### config.mk
export PLATFORM = sky130hd
export DESIGN_NAME = fpu_cmd_sequencer
export DESIGN_NICKNAME = d
export VERILOG_FILES = /design/src/rtl/fpu_cmd_sequencer.sv
export SDC_FILE = /design/constraint.sdc
export NUM_CORES = 1
export LEC_CHECK = 0
export BUFFER_PORTS_ARGS = -buffer_cell sky130_fd_sc_hd__buf_2
export CAP_MARGIN = 20
export CORE_ASPECT_RATIO = 0.7
export CORE_UTILIZATION = 50
export CTS_CLUSTER_DIAMETER = 150
export CTS_CLUSTER_SIZE = 40
export DETAILED_ROUTE_END_ITERATION = 7
export PLACE_DENSITY = 0.71
export SYNTH_ARGS = -nofsm -noshare
export SYNTH_HDL_FRONTEND = slang
export SYNTH_SLANG_ARGS = --single-unit
### constraint.sdc
create_clock -name clk_i -period 6.5 [get_ports clk_i]
set_clock_uncertainty 0.1 [all_clocks]
set_input_delay 0.65 -clock clk_i [delete_from_list [all_inputs] [get_ports clk_i]]
set_output_delay 0.65 -clock clk_i [all_outputs]
set_load 0.02 [all_outputs]
### src/rtl/fpu_cmd_sequencer.sv
// Host-side command queue and four-phase start/done initiator for the FPU core.
// Commands are issued one at a time; each result waits on a valid/ready channel.
//
// state          | meaning
// SEQ_IDLE       | waiting for a queued command, pops one when available
// SEQ_WAIT_DONE  | fpu_start high, waiting for fpu_done to rise
// SEQ_RELEASE    | fpu_start low, waiting for fpu_done to fall
// SEQ_OUTPUT     | res_valid high, holding result until res_ready
module fpu_cmd_sequencer #(
    parameter int W              = 32,
    parameter int FIFO_DEPTH     = 4,
    parameter int TIMEOUT_CYCLES = 1024
) (
    input  logic                          clk_i,
    input  logic                          arst_i,
    input  logic                          cmd_valid_i,
    output logic                          cmd_ready_o,
    input  logic [3:0]                    cmd_op_i,
    input  logic [W-1:0]                  cmd_a_i,
    input  logic [W-1:0]                  cmd_b_i,
    output logic                          res_valid_o,
    input  logic                          res_ready_i,
    output logic [W-1:0]                  res_data_o,
    output logic [3:0]                    res_op_o,
    output logic [1:0]                    res_err_o,
    output logic                          fpu_start_o,
    output logic [3:0]                    fpu_op_o,
    output logic [W-1:0]                  fpu_a_o,
    output logic [W-1:0]                  fpu_b_o,
    input  logic                          fpu_done_i,
    input  logic [W-1:0]                  fpu_result_i,
    output logic                          busy_o,
    output logic [$clog2(FIFO_DEPTH):0]   fifo_level_o
);

    localparam int AW = $clog2(FIFO_DEPTH);
    localparam int CW = $clog2(TIMEOUT_CYCLES) + 1;
    localparam logic [AW:0]   DEPTH_L  = (AW+1)'(FIFO_DEPTH);
    localparam logic [CW-1:0] TMO_LAST = CW'(TIMEOUT_CYCLES - 1);

    localparam logic [1:0] SEQ_IDLE      = 2'd0;
    localparam logic [1:0] SEQ_WAIT_DONE = 2'd1;
    localparam logic [1:0] SEQ_RELEASE   = 2'd2;
    localparam logic [1:0] SEQ_OUTPUT    = 2'd3;

    localparam logic [1:0] ERR_OK      = 2'b00;
    localparam logic [1:0] ERR_ILLEGAL = 2'b01;
    localparam logic [1:0] ERR_TIMEOUT = 2'b10;
    localparam logic [3:0] OP_ILLEGAL  = 4'hF;

    logic [3:0]   q_op [FIFO_DEPTH];
    logic [W-1:0] q_a  [FIFO_DEPTH];
    logic [W-1:0] q_b  [FIFO_DEPTH];

    logic [AW-1:0] wr_ptr_q, wr_ptr_d;
    logic [AW-1:0] rd_ptr_q, rd_ptr_d;
    logic [AW:0]   level_q, level_d;
    logic          cmd_ready_q, cmd_ready_d;
    logic          push, pop;

    logic [1:0]    state_q, state_d;
    logic [CW-1:0] tmo_q, tmo_d;
    logic          fpu_start_q, fpu_start_d;
    logic [3:0]    fpu_op_q, fpu_op_d;
    logic [W-1:0]  fpu_a_q, fpu_a_d;
    logic [W-1:0]  fpu_b_q, fpu_b_d;
    logic          res_valid_q, res_valid_d;
    logic [W-1:0]  res_data_q, res_data_d;
    logic [1:0]    res_err_q, res_err_d;

    // Ready is registered from the next level, so a full queue never bypasses.
    always_comb begin
        push        = cmd_valid_i && cmd_ready_q;
        pop         = (state_q == SEQ_IDLE) && (level_q != '0);
        wr_ptr_d    = push ? wr_ptr_q + 1'b1 : wr_ptr_q;
        rd_ptr_d    = pop  ? rd_ptr_q + 1'b1 : rd_ptr_q;
        level_d     = level_q + (AW+1)'(push) - (AW+1)'(pop);
        cmd_ready_d = level_d < DEPTH_L;
    end

    always_ff @(posedge clk_i) begin
        if (push) begin
            q_op[wr_ptr_q] <= cmd_op_i;
            q_a[wr_ptr_q]  <= cmd_a_i;
            q_b[wr_ptr_q]  <= cmd_b_i;
        end
    end

    always_comb begin
        state_d     = state_q;
        tmo_d       = tmo_q;
        fpu_start_d = fpu_start_q;
        fpu_op_d    = fpu_op_q;
        fpu_a_d     = fpu_a_q;
        fpu_b_d     = fpu_b_q;
        res_valid_d = res_valid_q;
        res_data_d  = res_data_q;
        res_err_d   = res_err_q;

        case (state_q)
            SEQ_IDLE: begin
                if (pop) begin
                    fpu_op_d   = q_op[rd_ptr_q];
                    fpu_a_d    = q_a[rd_ptr_q];
                    fpu_b_d    = q_b[rd_ptr_q];
                    res_data_d = '0;
                    if (q_op[rd_ptr_q] == OP_ILLEGAL) begin
                        res_err_d   = ERR_ILLEGAL;
                        res_valid_d = 1'b1;
                        state_d     = SEQ_OUTPUT;
                    end else begin
                        res_err_d   = ERR_OK;
                        fpu_start_d = 1'b1;
                        state_d     = SEQ_WAIT_DONE;
                    end
                end
            end
            SEQ_WAIT_DONE: begin
                if (fpu_done_i) begin
                    res_data_d  = fpu_result_i;
                    fpu_start_d = 1'b0;
                    state_d     = SEQ_RELEASE;
                end else if (tmo_q == TMO_LAST) begin
                    res_data_d  = '0;
                    res_err_d   = ERR_TIMEOUT;
                    fpu_start_d = 1'b0;
                    state_d     = SEQ_RELEASE;
                end else begin
                    tmo_d = tmo_q + 1'b1;
                end
            end
            SEQ_RELEASE: begin
                if (!fpu_done_i) begin
                    res_valid_d = 1'b1;
                    state_d     = SEQ_OUTPUT;
                end else if (tmo_q == TMO_LAST) begin
                    res_data_d  = '0;
                    res_err_d   = ERR_TIMEOUT;
                    res_valid_d = 1'b1;
                    state_d     = SEQ_OUTPUT;
                end else begin
                    tmo_d = tmo_q + 1'b1;
                end
            end
            SEQ_OUTPUT: begin
                if (res_ready_i) begin
                    res_valid_d = 1'b0;
                    state_d     = SEQ_IDLE;
                end
            end
            default: state_d = SEQ_IDLE;
        endcase

        // Each handshake phase gets its own full timeout window.
        if (state_d != state_q) tmo_d = '0;
    end

    always_ff @(posedge clk_i or posedge arst_i) begin
        if (arst_i) begin
            wr_ptr_q    <= '0;
            rd_ptr_q    <= '0;
            level_q     <= '0;
            cmd_ready_q <= 1'b1;
            state_q     <= SEQ_IDLE;
            tmo_q       <= '0;
            fpu_start_q <= 1'b0;
            fpu_op_q    <= '0;
            fpu_a_q     <= '0;
            fpu_b_q     <= '0;
            res_valid_q <= 1'b0;
            res_data_q  <= '0;
            res_err_q   <= '0;
        end else begin
            wr_ptr_q    <= wr_ptr_d;
            rd_ptr_q    <= rd_ptr_d;
            level_q     <= level_d;
            cmd_ready_q <= cmd_ready_d;
            state_q     <= state_d;
            tmo_q       <= tmo_d;
            fpu_start_q <= fpu_start_d;
            fpu_op_q    <= fpu_op_d;
            fpu_a_q     <= fpu_a_d;
            fpu_b_q     <= fpu_b_d;
            res_valid_q <= res_valid_d;
            res_data_q  <= res_data_d;
            res_err_q   <= res_err_d;
        end
    end

    assign cmd_ready_o  = cmd_ready_q;
    assign res_valid_o  = res_valid_q;
    assign res_data_o   = res_data_q;
    assign res_op_o     = fpu_op_q;
    assign res_err_o    = res_err_q;
    assign fpu_start_o  = fpu_start_q;
    assign fpu_op_o     = fpu_op_q;
    assign fpu_a_o      = fpu_a_q;
    assign fpu_b_o      = fpu_b_q;
    assign busy_o       = (state_q != SEQ_IDLE) || (level_q != '0);
    assign fifo_level_o = level_q;

endmodule

==> results of run 1 <==
power by group through the flow:
| stage | Clock [uW] | Sequential (uW) | Combinational [uW] |
|---|---|---|---|
| finish | 1080 | 3700 | 2640 |
| global route | 1190 | 3790 | 2860 |
| CTS | 1120 | 3720 | 2680 |
| detailed placement | 0 | 3770 | 2680 |
| global placement | 0 | 3760 | 2610 |
| floorplan | 0 | 3920 | 1700 |
cells in the mapped netlist, types with 2 or more instances:
cell	number
sky130_fd_sc_hd__dfrtp_1	124
sky130_fd_sc_hd__edfxtp_1	272
sky130_fd_sc_hd__mux4_2	68
sky130_fd_sc_hd__inv_1	12
sky130_fd_sc_hd__nand3_1	4
sky130_fd_sc_hd__buf_6	2
sky130_fd_sc_hd__nor3_2	10
sky130_fd_sc_hd__a21boi_0	2
sky130_fd_sc_hd__buf_2	11
sky130_fd_sc_hd__mux2i_1	2
sky130_fd_sc_hd__o41ai_1	2
sky130_fd_sc_hd__o31ai_1	2
sky130_fd_sc_hd__nor2b_1	4
sky130_fd_sc_hd__nand2_1	23
sky130_fd_sc_hd__a21oi_1	4
sky130_fd_sc_hd__mux2_2	65
sky130_fd_sc_hd__o21a_1	2
sky130_fd_sc_hd__buf_4	5
sky130_fd_sc_hd__nor4_1	3
sky130_fd_sc_hd__nor2_1	4
sky130_fd_sc_hd__and3_1	4
sky130_fd_sc_hd__clkbuf_1	16
sky130_fd_sc_hd__a22o_1	33
sky130_fd_sc_hd__and4_1	2
sky130_fd_sc_hd__ha_1	13
sky130_fd_sc_hd__buf_1	5
sky130_fd_sc_hd__nor3_1	9
sky130_fd_sc_hd__xnor2_1	14
sky130_fd_sc_hd__o21ai_1	2
logic make-up after synthesis:
logic type / after synthesis / share of synthesized area (%)
flops: 397 / 75.1
fa+ha+maj: 14 / 1.21
xor+xnor: 14 / 0.815
compound gates: 55 / 2.99
mux: 135 / 15.2
buf+inv: 51 / 1.59
simple gates: 74 / 3.15
critical path: cells and delay by family, from the launching register on:
family / cells / cell delay, ns
xor+xnor: 2 / 0.33
fa+ha+maj: 4 / 1.18
flops: 1 / 0.51
compound gates: 1 / 0.09
buf+inv: 6 / 1.42
area by class of cell:
cell class / instances / area share (%)
repair buffers: 227 / 7.04
inverters: 12 / 0.295
clock buffers: 20 / 2.08
well taps: 378 / 2.79
flip-flops and latches: 397 / 66.7
clock inverters: 1 / 0.0295
multi-input cells: 292 / 21.0
diodes: 3 / 0.0443
metal layers:
layer	global-route usage (%)	up-vias
met4	2.76	2
met2	30.6	186
li1	-	3322
met3	4.60	25
met1	25.4	3832
met5	0	-
final timing paths:
| kind | from | to | slack, ns | cells past startpoint |
|---|---|---|---|---|
| setup / recovery | state_q[1] | cmd_ready_o | 2.81 | 13 |
| hold / removal | arst_i | res_data_o[20] | 0.15 | 2 |
| setup reg to reg | state_q[1] | cmd_ready_o | 2.81 | 13 |
| hold reg to reg | fpu_b_o[20] | fpu_b_o[20] | 0.42 | 1 |
| max in group asynchronous | arst_i | rd_ptr_q[1] | 4.83 | 3 |
| min in group clk_i | cmd_b_i[7] | q_b[1][7] | 0.24 | 1 |
metrics by stage:
step	util, %	hold slack, ns
after floorplan	-	0.398
after global placement	56.6	0.382
after detailed placement	56.7	0.384
after CTS	57.9	0.177
after global routing	58.0	0.205
final	58.0	0.148
registers in the layout, indices dropped and copies added (netlist names):
name,cells
res_valid_o,1
q_a,128
tmo_q,11
fpu_start_o,1
fpu_b_o,32
fpu_op_o,4
q_op,16
state_q,2
q_b,128
res_data_o,32
wr_ptr_q,2
res_err_o,2
cmd_ready_o,1
fpu_a_o,32
rd_ptr_q,2
fifo_level_o,3
==> qor.yml, run 1 <==
finish:
  nFillCells: 2166
  final_net_count: 1062
  post_route_cells_drive_above_1_share_pct: 42.5
  multi_input_comb_area_sq_um: 3560
  layout.cells.most_common_list: "sky130_fd_sc_hd__edfxtp_1 (272), sky130_fd_sc_hd__buf_2 (217), sky130_fd_sc_hd__dfrtp_1 (122), sky130_fd_sc_hd__mux4_2 (68), sky130_fd_sc_hd__mux2_2 (65)"
  synthesis_to_finish_area_growth_pct: 12.6
  final_instance_count_without_filler_cells: 1330
  area_of_all_sequential_standard_cells_sq_um: 11300
  design_area_sq_um: 16900
  layout_commonest_cell: "sky130_fd_sc_hd__edfxtp_1"
timing:
  unrepaired_setup_endpoints_after_global_routing: "no"
  final_critical_period_ns: 3.69
  final_min_period_over_clock_period_pct: 56.7
  max_frequency_mhz: 271
  fin_ws_ns: 2.81
  worst_slew_margin_rel_pct: 26.6
  worst_slew_pin_slew_ns: 1.10
  setup_viol: 0
  timing.setup.tns_ns: 0
  final-hold-violation-count: 0
  timing.final.max_slew_violations: 0
flow_run:
  drv.max_cap_violation_count: 0
critical_path:
  crit_slowest_cell: "sky130_fd_sc_hd__buf_4"
  worst_path_fanout_max: 71
  critPathMostFrequentCell: "sky130_fd_sc_hd__inv_1"
  cp-start-kind: "flop"
  critical_path.cell_chain: "inv_1, ha_1, o31ai_4, buf_4, inv_1, ha_1, inv_1, ha_1, inv_1, fa_1, xnor2_1, xnor2_1, inv_1"
  criticalPathCategory: "reg2reg"
  cp_max_stage_delay_ns: 0.83
  setup.worst_path.end_class: "flop"
  worst_ep_arrival_time_ns: 4.04
  worstPathRequired_ns: 6.85
power:
  power_frac_clock_pct: 14.5
  internal_power_uw: 4900
  p_seq_share_pct: 49.9
  netSwitchingFraction_pct: 34.0
  p_switching_uw: 2520
  power.total_uw: 7420
  comb_power_share_pct: 35.6
  ir_worst_vdd_v: 0.000237
  leakagePower_uw: 0.00638
  p_per_area_nw_per_um2: 438
yosys:
  yosys_register_bits: 397
  postSynth.topFlopCell: "sky130_fd_sc_hd__edfxtp_1"
  mappedNetlistArea_sq_um: 15000
  synth_async_sr_flop_share_pct: 31.5
  synth_edf_count: 272
  netlist_top_cells_area: "sky130_fd_sc_hd__edfxtp_1 (54%), sky130_fd_sc_hd__dfrtp_1 (21%), sky130_fd_sc_hd__mux4_2 (10%)"
  postSynthNetCount: 859
  yosys.area.top_type_share_pct: 54.3
  yosysSeqAreaShare_pct: 75.1
  cell_variety_after_synth: 50
  warnings_synthesis: 0
  syn_area_per_cell_sq_um: 20.3
  syn-instance-count: 740
  synth_largest_area_cell: "sky130_fd_sc_hd__edfxtp_1"
cts:
  cts_setup_buffers: 0
  cts_hold_buf: 0
  ctsRootBufferMaster: "sky130_fd_sc_hd__clkbuf_16"
  htree_num_levels: 1
  cts_sinks: 397
  tritoncts.num_buffers: 13
  tritoncts: "yes"
  cts_resized: 0
  clock_insertion_delay_worst_skew_ns: 0.51
  cts-root-to-sink-buffers: 3
  clk_transition_reported_paths_ns: 0.14
grt:
  initial_antenna_violation_count: 4
  grt_max_degree: 76
  grt_use_total_pct: 18.4
  grt_pass1_vias: 7705
  gr-total-overflow: 0
  first_pass_grt_wire_length_um: 43500
route:
  route.met3.wl_um: 1690
  met2RoutedLength_um: 13400
  routed_wire_length_per_instance_um: 21.1
  via_count: 7367
  drt_first_pass_iters: 4
  wl_um: 28100
  detail_route.iter0.violations: 474
  antenna_left: 0
  routedLengthMet1_um: 12500
  drt-vias-per-instance: 5.54
  route.detailed.drc: 0
  topRoutingLayerUsed: "met5"
die:
  design.portCount: 218
  placement_row_count: 52
  fp.coreArea_sq_um: 29200
  die_x_um: 209
  initial_utilization_pct: 51.5
  die_height_um: 147
  design.die.area_sq_um: 30800
placement:
  place.gp.congestion: 0.805
  postPlaceCellArea_sq_um: 16600
  place.detailed.hpwl_um: 16800
  placed_cells_incl_taps: 1305
  port_buffers: 217
  post-place-ws_ns: 2.73
worst_hold_path:
  timing.hold.worst.class: "in2async"
run_status:
  outcome: "complete, no violations"
Note: power is estimated with default switching activity, not from simulation.
==> inputs of run 2 (changes only) <==
--- a/config.mk
+++ b/config.mk
@@ -5,6 +5,7 @@
 export SDC_FILE = /design/constraint.sdc
 export NUM_CORES = 1
 export LEC_CHECK = 0
+export ABC_AREA = 1
 export BUFFER_PORTS_ARGS = -buffer_cell sky130_fd_sc_hd__buf_2
 export CAP_MARGIN = 20
 export CORE_ASPECT_RATIO = 0.7
@@ -12,7 +13,7 @@
 export CTS_CLUSTER_DIAMETER = 150
 export CTS_CLUSTER_SIZE = 40
 export DETAILED_ROUTE_END_ITERATION = 7
-export PLACE_DENSITY = 0.71
+export PLACE_DENSITY = 0.74
 export SYNTH_ARGS = -nofsm -noshare
 export SYNTH_HDL_FRONTEND = slang
 export SYNTH_SLANG_ARGS = --single-unit
==> constraint.sdc (replaced) <==
create_clock -name clk_i -period 3.2 [get_ports clk_i]
set_clock_uncertainty 0.1 [all_clocks]
set_input_delay 0.32 -clock clk_i [delete_from_list [all_inputs] [get_ports clk_i]]
set_output_delay 0.32 -clock clk_i [all_outputs]
set_load 0.02 [all_outputs]
==> run 2 against run 1 <==
  * Worst setup slack worse by 2.3 ns
  * Clock power up 100%
  * Global-route usage up 3.1 points
  * Total power up 110%
  * Sequential share of layout area down 5.1 points
  * Via count up 39%
  * Cell area up 8.3%
  * Hold slack better by 0.029 ns
  * Fmax up 40%
  * Utilization up 2.8 points
  * Cell count up 49%
  * Combinational power up 120%
  * Critical path type unchanged
==> qor.yml, run 2 <==
run_status:
  outcome: "complete, no violations"
yosys:
  yosys.area.top_type_share_pct: 53.0  # -1.2 points
  warnings_synthesis: 0  # unchanged
  cell_variety_after_synth: 31  # -38%
  yosys_register_bits: 397  # unchanged
  yosysSeqAreaShare_pct: 73.3  # -1.7 points
  syn-instance-count: 1271  # +72%
  postSynthNetCount: 1390  # +62%
  mappedNetlistArea_sq_um: 15400  # +2.3%
  syn_area_per_cell_sq_um: 12.1  # -40%
  synth_async_sr_flop_share_pct: 31.5  # unchanged
  synth_largest_area_cell: "sky130_fd_sc_hd__edfxtp_1"
  netlist_top_cells_area: "sky130_fd_sc_hd__edfxtp_1 (53%), sky130_fd_sc_hd__dfrtp_1 (20%), sky130_fd_sc_hd__nor2_1 (8.3%)"
  postSynth.topFlopCell: "sky130_fd_sc_hd__edfxtp_1"
  synthMostInstantiatedCell: "sky130_fd_sc_hd__nor2_1"
  synth_commonest_cells: "sky130_fd_sc_hd__nor2_1 (341), sky130_fd_sc_hd__edfxtp_1 (272), sky130_fd_sc_hd__o21ai_0 (140), sky130_fd_sc_hd__dfrtp_1 (124), sky130_fd_sc_hd__inv_1 (92)"
  synth_edf_count: 272  # unchanged
grt:
  grt_max_degree: 96  # +26%
  gr-total-overflow: 0  # unchanged
  initial_antenna_violation_count: 4  # unchanged
  first_pass_grt_wire_length_um: 53100  # +22%
  grt_use_total_pct: 21.5  # +3.1 points
  grt_pass1_vias: 9858  # +28%
route:
  wl_um: 34000  # +21%
  routed_wire_length_per_instance_um: 17.1  # -19%
  topRoutingLayerUsed: "met5"
  via_count: 10211  # +39%
  antenna_left: 0  # unchanged
  route.met3.wl_um: 1930  # +14%
  detail_route.iter0.violations: 822  # +73%
  routedLengthMet1_um: 15000  # +20%
  drt_first_pass_iters: 5  # +1
  met2RoutedLength_um: 16500  # +23%
  drt-vias-per-instance: 5.15  # -7.0%
  route.detailed.drc: 0  # unchanged
critical_path:
  worst_ep_arrival_time_ns: 2.96  # -1.08 ns
  crit_slowest_cell: "sky130_fd_sc_hd__dfrtp_1"
  setup.worst_path.end_class: "flop"
  criticalPathCategory: "reg2reg"
  critical_path.cell_chain: "inv_1, ha_1, nand2_4, inv_4, ha_1, inv_1, ha_1, inv_1, fa_1, xor2_1, xor2_1, inv_1"
  worstPathRequired_ns: 3.52  # -3.33 ns
  critical_path_buf_inv_count: 5  # -1
  worst_path_fanout_max: 10  # -86%
  cpLargestDelayFamily: "adder cells"
  cp_max_stage_delay_ns: 0.47  # -0.36 ns
  critPathMostFrequentCell: "sky130_fd_sc_hd__inv_1"
  cp-start-kind: "flop"
placement:
  place.detailed.hpwl_um: 20300  # +21%
  postPlaceCellArea_sq_um: 17000  # +2.5%
  port_buffers: 217  # unchanged
  place.gp.congestion: 0.839  # +4.2%
finish:
  layout.cells.most_common_list: "sky130_fd_sc_hd__nor2_1 (337), sky130_fd_sc_hd__edfxtp_1 (272), sky130_fd_sc_hd__buf_2 (217), sky130_fd_sc_hd__o21ai_0 (140), sky130_fd_sc_hd__dfrtp_1 (122)"
  finalCoreUtilization_pct: 60.8  # +2.8 points
  final_net_count: 1679  # +58%
  synthesis_to_finish_area_growth_pct: 19.1
  layout_commonest_cell: "sky130_fd_sc_hd__nor2_1"
  post_route_cells_drive_above_1_share_pct: 18.8  # -24 points
  design_area_sq_um: 18300  # +8.3%
  largest_registers: "q_a (128), q_b (128)"
cts:
  tritoncts.num_buffers: 13  # unchanged
  cts-root-to-sink-buffers: 3  # unchanged
  clk_transition_reported_paths_ns: 0.14  # about the same
  ctsRootBufferMaster: "sky130_fd_sc_hd__clkbuf_16"
  cts_resized: 0  # unchanged
  cts_hold_buf: 101  # +101
  htree_num_levels: 1  # unchanged
  cts_setup_buffers: 0  # unchanged
  clock_insertion_delay_worst_skew_ns: 0.51  # about the same
  tritoncts: "yes"
  cts_sinks: 397  # unchanged
flow_run:
  drv.max_cap_violation_count: 0  # unchanged
power:
  ir_worst_vdd_v: 0.000512  # +120%
  leakagePower_uw: 0.00718  # +13%
  p_per_area_nw_per_um2: 831  # +90%
timing:
  setup_viol: 0  # unchanged
  final_critical_period_ns: 2.64  # -1.05 ns
  final_min_period_over_clock_period_pct: 82.5  # +26 points
  unrepaired_setup_endpoints_after_global_routing: "no"
  max_frequency_mhz: 379  # +40%
  timing.final.max_slew_violations: 0  # unchanged
  worst_slew_margin_rel_pct: 30.9  # +4.3 points
  final-hold-violation-count: 0  # unchanged
  worst_slew_pin_slew_ns: 1.04  # -0.0645 ns
die:
  placement_row_count: 53  # +1.9%
  initial_utilization_pct: 51.0  # -0.47 points
  design.portCount: 218  # unchanged
  die_height_um: 149  # +1.2%
  die_x_um: 212  # +1.2%
  design.die.area_sq_um: 31500  # +2.3%
  fp.coreArea_sq_um: 30200  # +3.3%
worst_hold_path:
  timing.hold.worst.class: "in2reg"
==> run 2: cell count changes in the layout (fill, tap and decap cells not counted), moves of 11 or more <==
cell	change
sky130_fd_sc_hd__nor2_1	+333
sky130_fd_sc_hd__o21ai_0	+139
sky130_fd_sc_hd__dlygate4sd3_1	+101
sky130_fd_sc_hd__inv_1	+80
sky130_fd_sc_hd__mux4_2	-68
sky130_fd_sc_hd__mux2_2	-65
sky130_fd_sc_hd__a31oi_1	+63
sky130_fd_sc_hd__a22o_1	-33
sky130_fd_sc_hd__o22ai_1	+31
sky130_fd_sc_hd__nand2_1	+28
sky130_fd_sc_hd__buf_4	+14
sky130_fd_sc_hd__nand3_1	+14
sky130_fd_sc_hd__nor2_2	+12
sky130_fd_sc_hd__xnor2_1	-11
==> run 2: metrics by stage <==
stage | setup slack, ns | TNS [ns] | power [uW] | hold slack (ns) | std cells
2_1_floorplan | -1.02 | -276.87 | 11300 | 0.319 | 1271
3_3_place_gp | 0.634 | 0 | 12900 | 0.366 | 1856
3_5_place_dp | 0.602 | 0 | 13100 | 0.377 | 1856
4_1_cts | 0.577 | 0 | 15300 | 0.152 | 1978
5_1_grt | 0.376 | 0 | 16200 | 0.183 | 1981
6_report | 0.561 | 0 | 15300 | 0.178 | 1982
==> run 2: worst paths after layout <==
check                                   to  slack (ns)         start  cells past startpoint
setup / recovery           fifo_level_o[2]        0.56    state_q[0]                     12
hold / removal                 wr_ptr_q[0]        0.18   cmd_valid_i                      4
setup reg to reg           fifo_level_o[2]        0.56    state_q[0]                     12
hold reg to reg               res_err_o[1]        0.40  res_err_o[1]                      1
max in group asynchronous    res_data_o[2]        1.80        arst_i                      4
min in group asynchronous       fpu_b_o[2]        0.36        arst_i                      3
==> run 2: worst reg2reg max path: stages, from the launching register on <==
cell and delay [ns]:
sky130_fd_sc_hd__dfrtp_1 0.47, sky130_fd_sc_hd__inv_1 0.21, sky130_fd_sc_hd__ha_1 0.32, sky130_fd_sc_hd__nand2_4 0.14
sky130_fd_sc_hd__inv_4 0.08, sky130_fd_sc_hd__ha_1 0.22, sky130_fd_sc_hd__inv_1 0.06, sky130_fd_sc_hd__ha_1 0.13
sky130_fd_sc_hd__inv_1 0.05, sky130_fd_sc_hd__fa_1 0.37, sky130_fd_sc_hd__xor2_1 0.17, sky130_fd_sc_hd__xor2_1 0.20
sky130_fd_sc_hd__inv_1 0.06
==> run 2: routing by layer <==
layer | GRT usage (%) | vias to the layer above
met5 | 0 | -
met4 | 3.55 | 2
met3 | 2.93 | 37
met2 | 36.3 | 298
met1 | 30.3 | 4969
li1 | - | 4905
==> run 2: power breakdown <==
part           switching, uW  total, uW  leakage [uW]  internal, uW
sequential               578       7220       0.00398          6640
clock                   1400       2180      0.000172           782
combinational           3980       5840       0.00302          1860
total                   5960      15300       0.00718          9290
==> run 2: cell type report <==
cell class | instances | area (sq um)
Fill cell | 2296 | 11800
Sequential cell | 397 | 11300
Multi-Input combinational cell | 708 | 3440
Timing Repair Buffer | 344 | 2350
Tap cell | 412 | 515
Inverter | 96 | 368
Clock buffer | 20 | 352
Antenna cell | 4 | 10.0
Clock inverter | 1 | 5.00
==> run 2: cell families after synthesis <==
logic type      after synthesis  synth area share [%]
simple gates                438                  11.5
xor+xnor                     13                 0.739
buf+inv                     166                  4.56
fa+ha+maj                    14                  1.19
flops                       397                  73.3
compound gates              243                  8.70
==> inputs of run 3 (changes only) <==
==> constraint.sdc (replaced) <==
create_clock -name clk_i -period 2.12 [get_ports clk_i]
set_clock_uncertainty 0.1 [all_clocks]
set_input_delay 0.212 -clock clk_i [delete_from_list [all_inputs] [get_ports clk_i]]
set_output_delay 0.212 -clock clk_i [all_outputs]
set_load 0.02 [all_outputs]
==> run 3 against run 2 <==
  * The flow now finishes with violations (negative setup slack)
  * Via count increased by 1.1%
  * Combinational power increased by 64%
  * Total power increased by 56%
  * Sequential share of layout area decreased by 1.1 points
  * Critical path depth decreased by 1
  * Global-route usage increased by 0.51 points
  * First-iteration DRC count increased by 13%
  * Utilization increased by 1.1 points
  * Clock-buffer cell count unchanged
  * Critical endpoint unchanged
==> qor.yml, run 3 (same netlist as run 2, synthesis figures left out) <==
critical_path:
  worst_ep_arrival_time_ns: 2.74  # -0.22 ns
  crit_slowest_cell: "sky130_fd_sc_hd__dfrtp_2"
  worst_r2r_startpoint: "fifo_level_o[0]"
  cp_max_stage_delay_ns: 0.43  # -0.04 ns
  worst_path_fanout_max: 2  # -8
  critical_path_buf_inv_count: 4  # -1
  cp-start-kind: "flop"
  critical_path.startpoint: "fifo_level_o[0]"
  regToRegSetupSlack_ns: -0.32  # -0.88 ns
  worstPathRequired_ns: 2.42  # -1.10 ns
  critical_path.cell_chain: "or3_4, nand2_4, inv_4, ha_4, inv_2, ha_4, inv_2, fa_2, xor2_2, xor2_1, inv_1"
  setup.worst_path.end_class: "flop"
  cpLargestDelayFamily: "adder cells"
  criticalPathCategory: "reg2reg"
die:
  initial_utilization_pct: 51.0  # unchanged
  fp.coreArea_sq_um: 30200  # unchanged
  die_x_um: 212  # unchanged
  design.die.area_sq_um: 31500  # unchanged
  die_height_um: 149  # unchanged
  design.portCount: 218  # unchanged
  placement_row_count: 53  # unchanged
placement:
  place.gp.congestion: 0.847  # +0.99%
  place.detailed.hpwl_um: 20500  # +0.81%
  post-place-ws_ns: -0.297  # -0.899 ns
  placed_cells_incl_taps: 1872  # +0.86%
  port_buffers: 217  # unchanged
grt:
  grt_pass1_vias: 9797  # -0.62%
  grt_use_total_pct: 22.0  # +0.51 points
  gr-total-overflow: 0  # unchanged
  initial_antenna_violation_count: 0  # -4
  most_congested_layer_reported_by_global_routing: "met2"
  met3_usage_pct: 3.12  # +0.19 points
  globalRouteMet1Util_pct: 31.0  # +0.69 points
  gr-usage-met2_pct: 37.1  # +0.79 points
  grt_max_degree: 130  # +35%
  first_pass_grt_wire_length_um: 53500  # +0.78%
route:
  route.detailed.drc: 0  # unchanged
  wl_um: 35000  # +2.9%
  routed_wire_length_per_instance_um: 17.5  # +2.0%
  detail_route.iter0.violations: 932  # +13%
  drt_first_pass_iters: 5  # unchanged
  via_count: 10326  # +1.1%
  antenna_left: 0  # unchanged
  drt-vias-per-instance: 5.17  # +0.27%
cts:
  clk_transition_reported_paths_ns: 0.14  # about the same
  tritoncts.num_buffers: 13  # unchanged
  htree_num_levels: 1  # unchanged
  clock_insertion_delay_worst_skew_ns: 0.51  # about the same
  ctsRootBufferMaster: "sky130_fd_sc_hd__clkbuf_16"
  cts_sinks: 397  # unchanged
  tritoncts: "yes"
  cts-root-to-sink-buffers: 3  # unchanged
finish:
  layout.cells.most_common_list: "sky130_fd_sc_hd__nor2_1 (336), sky130_fd_sc_hd__edfxtp_1 (272), sky130_fd_sc_hd__buf_2 (216), sky130_fd_sc_hd__o21ai_0 (140), sky130_fd_sc_hd__dfrtp_1 (120)"
  nFillCells: 2271  # -1.1%
  final_net_count: 1700  # +1.3%
  area_of_all_sequential_standard_cells_sq_um: 11300  # about the same
  post_route_cells_drive_above_1_share_pct: 21.2  # +2.3 points
  final_instance_count_without_filler_cells: 1999  # +0.86%
  layout_commonest_cell: "sky130_fd_sc_hd__nor2_1"
  synthesis_to_finish_area_growth_pct: 21.3
  largest_registers: "q_a (128), q_b (128)"
  multi_input_comb_area_sq_um: 3530  # +2.8%
  antenna-diode-count: 0  # -4
run_status:
  outcome: "complete, but fails checks"
  violations: "negative setup slack"
worst_hold_path:
  holdCritStartpoint: "fpu_done_i"
  timing.hold.worst.class: "in2reg"
timing:
  unrepaired_setup_endpoints_after_global_routing: "yes"
  final-hold-violation-count: 0  # unchanged
  worst_slew_margin_rel_pct: 53.6  # +23 points
  worst_slew_pin_slew_ns: 0.697  # -0.340 ns
  final_critical_period_ns: 2.44  # -0.200 ns
  fin_ws_ns: -0.319  # -0.880 ns
  final_min_period_over_clock_period_pct: 115  # +33 points
  timing.final.max_slew_violations: 0  # unchanged
  setup_viol: 4  # +4
  max_frequency_mhz: 410  # +8.2%
power:
  leakagePower_uw: 0.00731  # +1.9%
  ir_worst_vdd_v: 0.000831  # +62%
  p_per_area_nw_per_um2: 1270  # +53%
flow_run:
  drv.max_cap_violation_count: 0  # unchanged
-- run 3: cell count changes in the layout (fill, tap and decap cells not counted), moves of 3 or more --
cell                      delta
sky130_fd_sc_hd__buf_12      +6
sky130_fd_sc_hd__buf_4      +12
sky130_fd_sc_hd__diode_2     -4
sky130_fd_sc_hd__ha_1        -4
sky130_fd_sc_hd__ha_4        +3
sky130_fd_sc_hd__inv_1       -6
sky130_fd_sc_hd__inv_2       +6
-- run 3: area by class of cell --
type	instances	area share (%)
Tap cell	412	2.76
Clock buffer	20	1.88
Clock inverter	1	0.0268
Multi-Input combinational cell	709	18.9
Inverter	96	1.97
Timing Repair Buffer	364	14.0
Sequential cell	397	60.5
-- run 3: metal layers --
metal / vias up / wire length, um
met5: - / 0
met4: 0 / 472
met3: 32 / 2060
met2: 313 / 16700
met1: 5036 / 15700
li1: 4945 / -
-- run 3: final timing paths --
kind / endpoint / cells after the start
max: fifo_level_o[2] / 11
min: res_valid_o / 4
max reg2reg: fifo_level_o[2] / 11
min reg2reg: res_err_o[0] / 2
max in group asynchronous: cmd_ready_o / 4
min in group asynchronous: tmo_q[3] / 3
-- run 3: power breakdown --
part / internal, uW / switching, uW
Combinational: 3250 / 6320
Clock: 1180 / 2130
Sequential: 10000 / 802
Total: 14500 / 9260
-- run 3: through the flow --
stage               TNS, ns  hold WS, ns  utilization (%)  power, uW  area [sq um]
finish               -0.635       0.0382             61.9      23700         18700
global route         -0.962       0.0212             61.9      25200         18700
CTS                  -0.523     0.000542             61.7      23600         18600
detailed placement   -0.561        0.210             57.0      20100         17200
global placement     -0.487        0.201             57.0      19900         17200
floorplan           -192.56        0.211                -      17100         15500
-- run 3: worst register-to-register path: cells and delay by family, from the launching register on --
family                     cells  cell delay (ns)
xor gates and xnor gates       2             0.39
adders and majority gates      3             0.70
buffers and inverters          4             0.20
DFF                            1             0.43
and+or+nand+nor                2             0.51
-- run 3: timing repair --
| item | in CTS | in global routing |
|---|---|---|
| gates cloned | 0 | 1 |
| resized for setup | 7 | 16 |
| pin swaps | 5 | 8 |
| setup buffers | 3 | 1 |
| hold buffers | 101 | 0 |
| setup endpoints to repair | 4 | 59 |
| endpoints found under the hold margin | 323 | 0 |
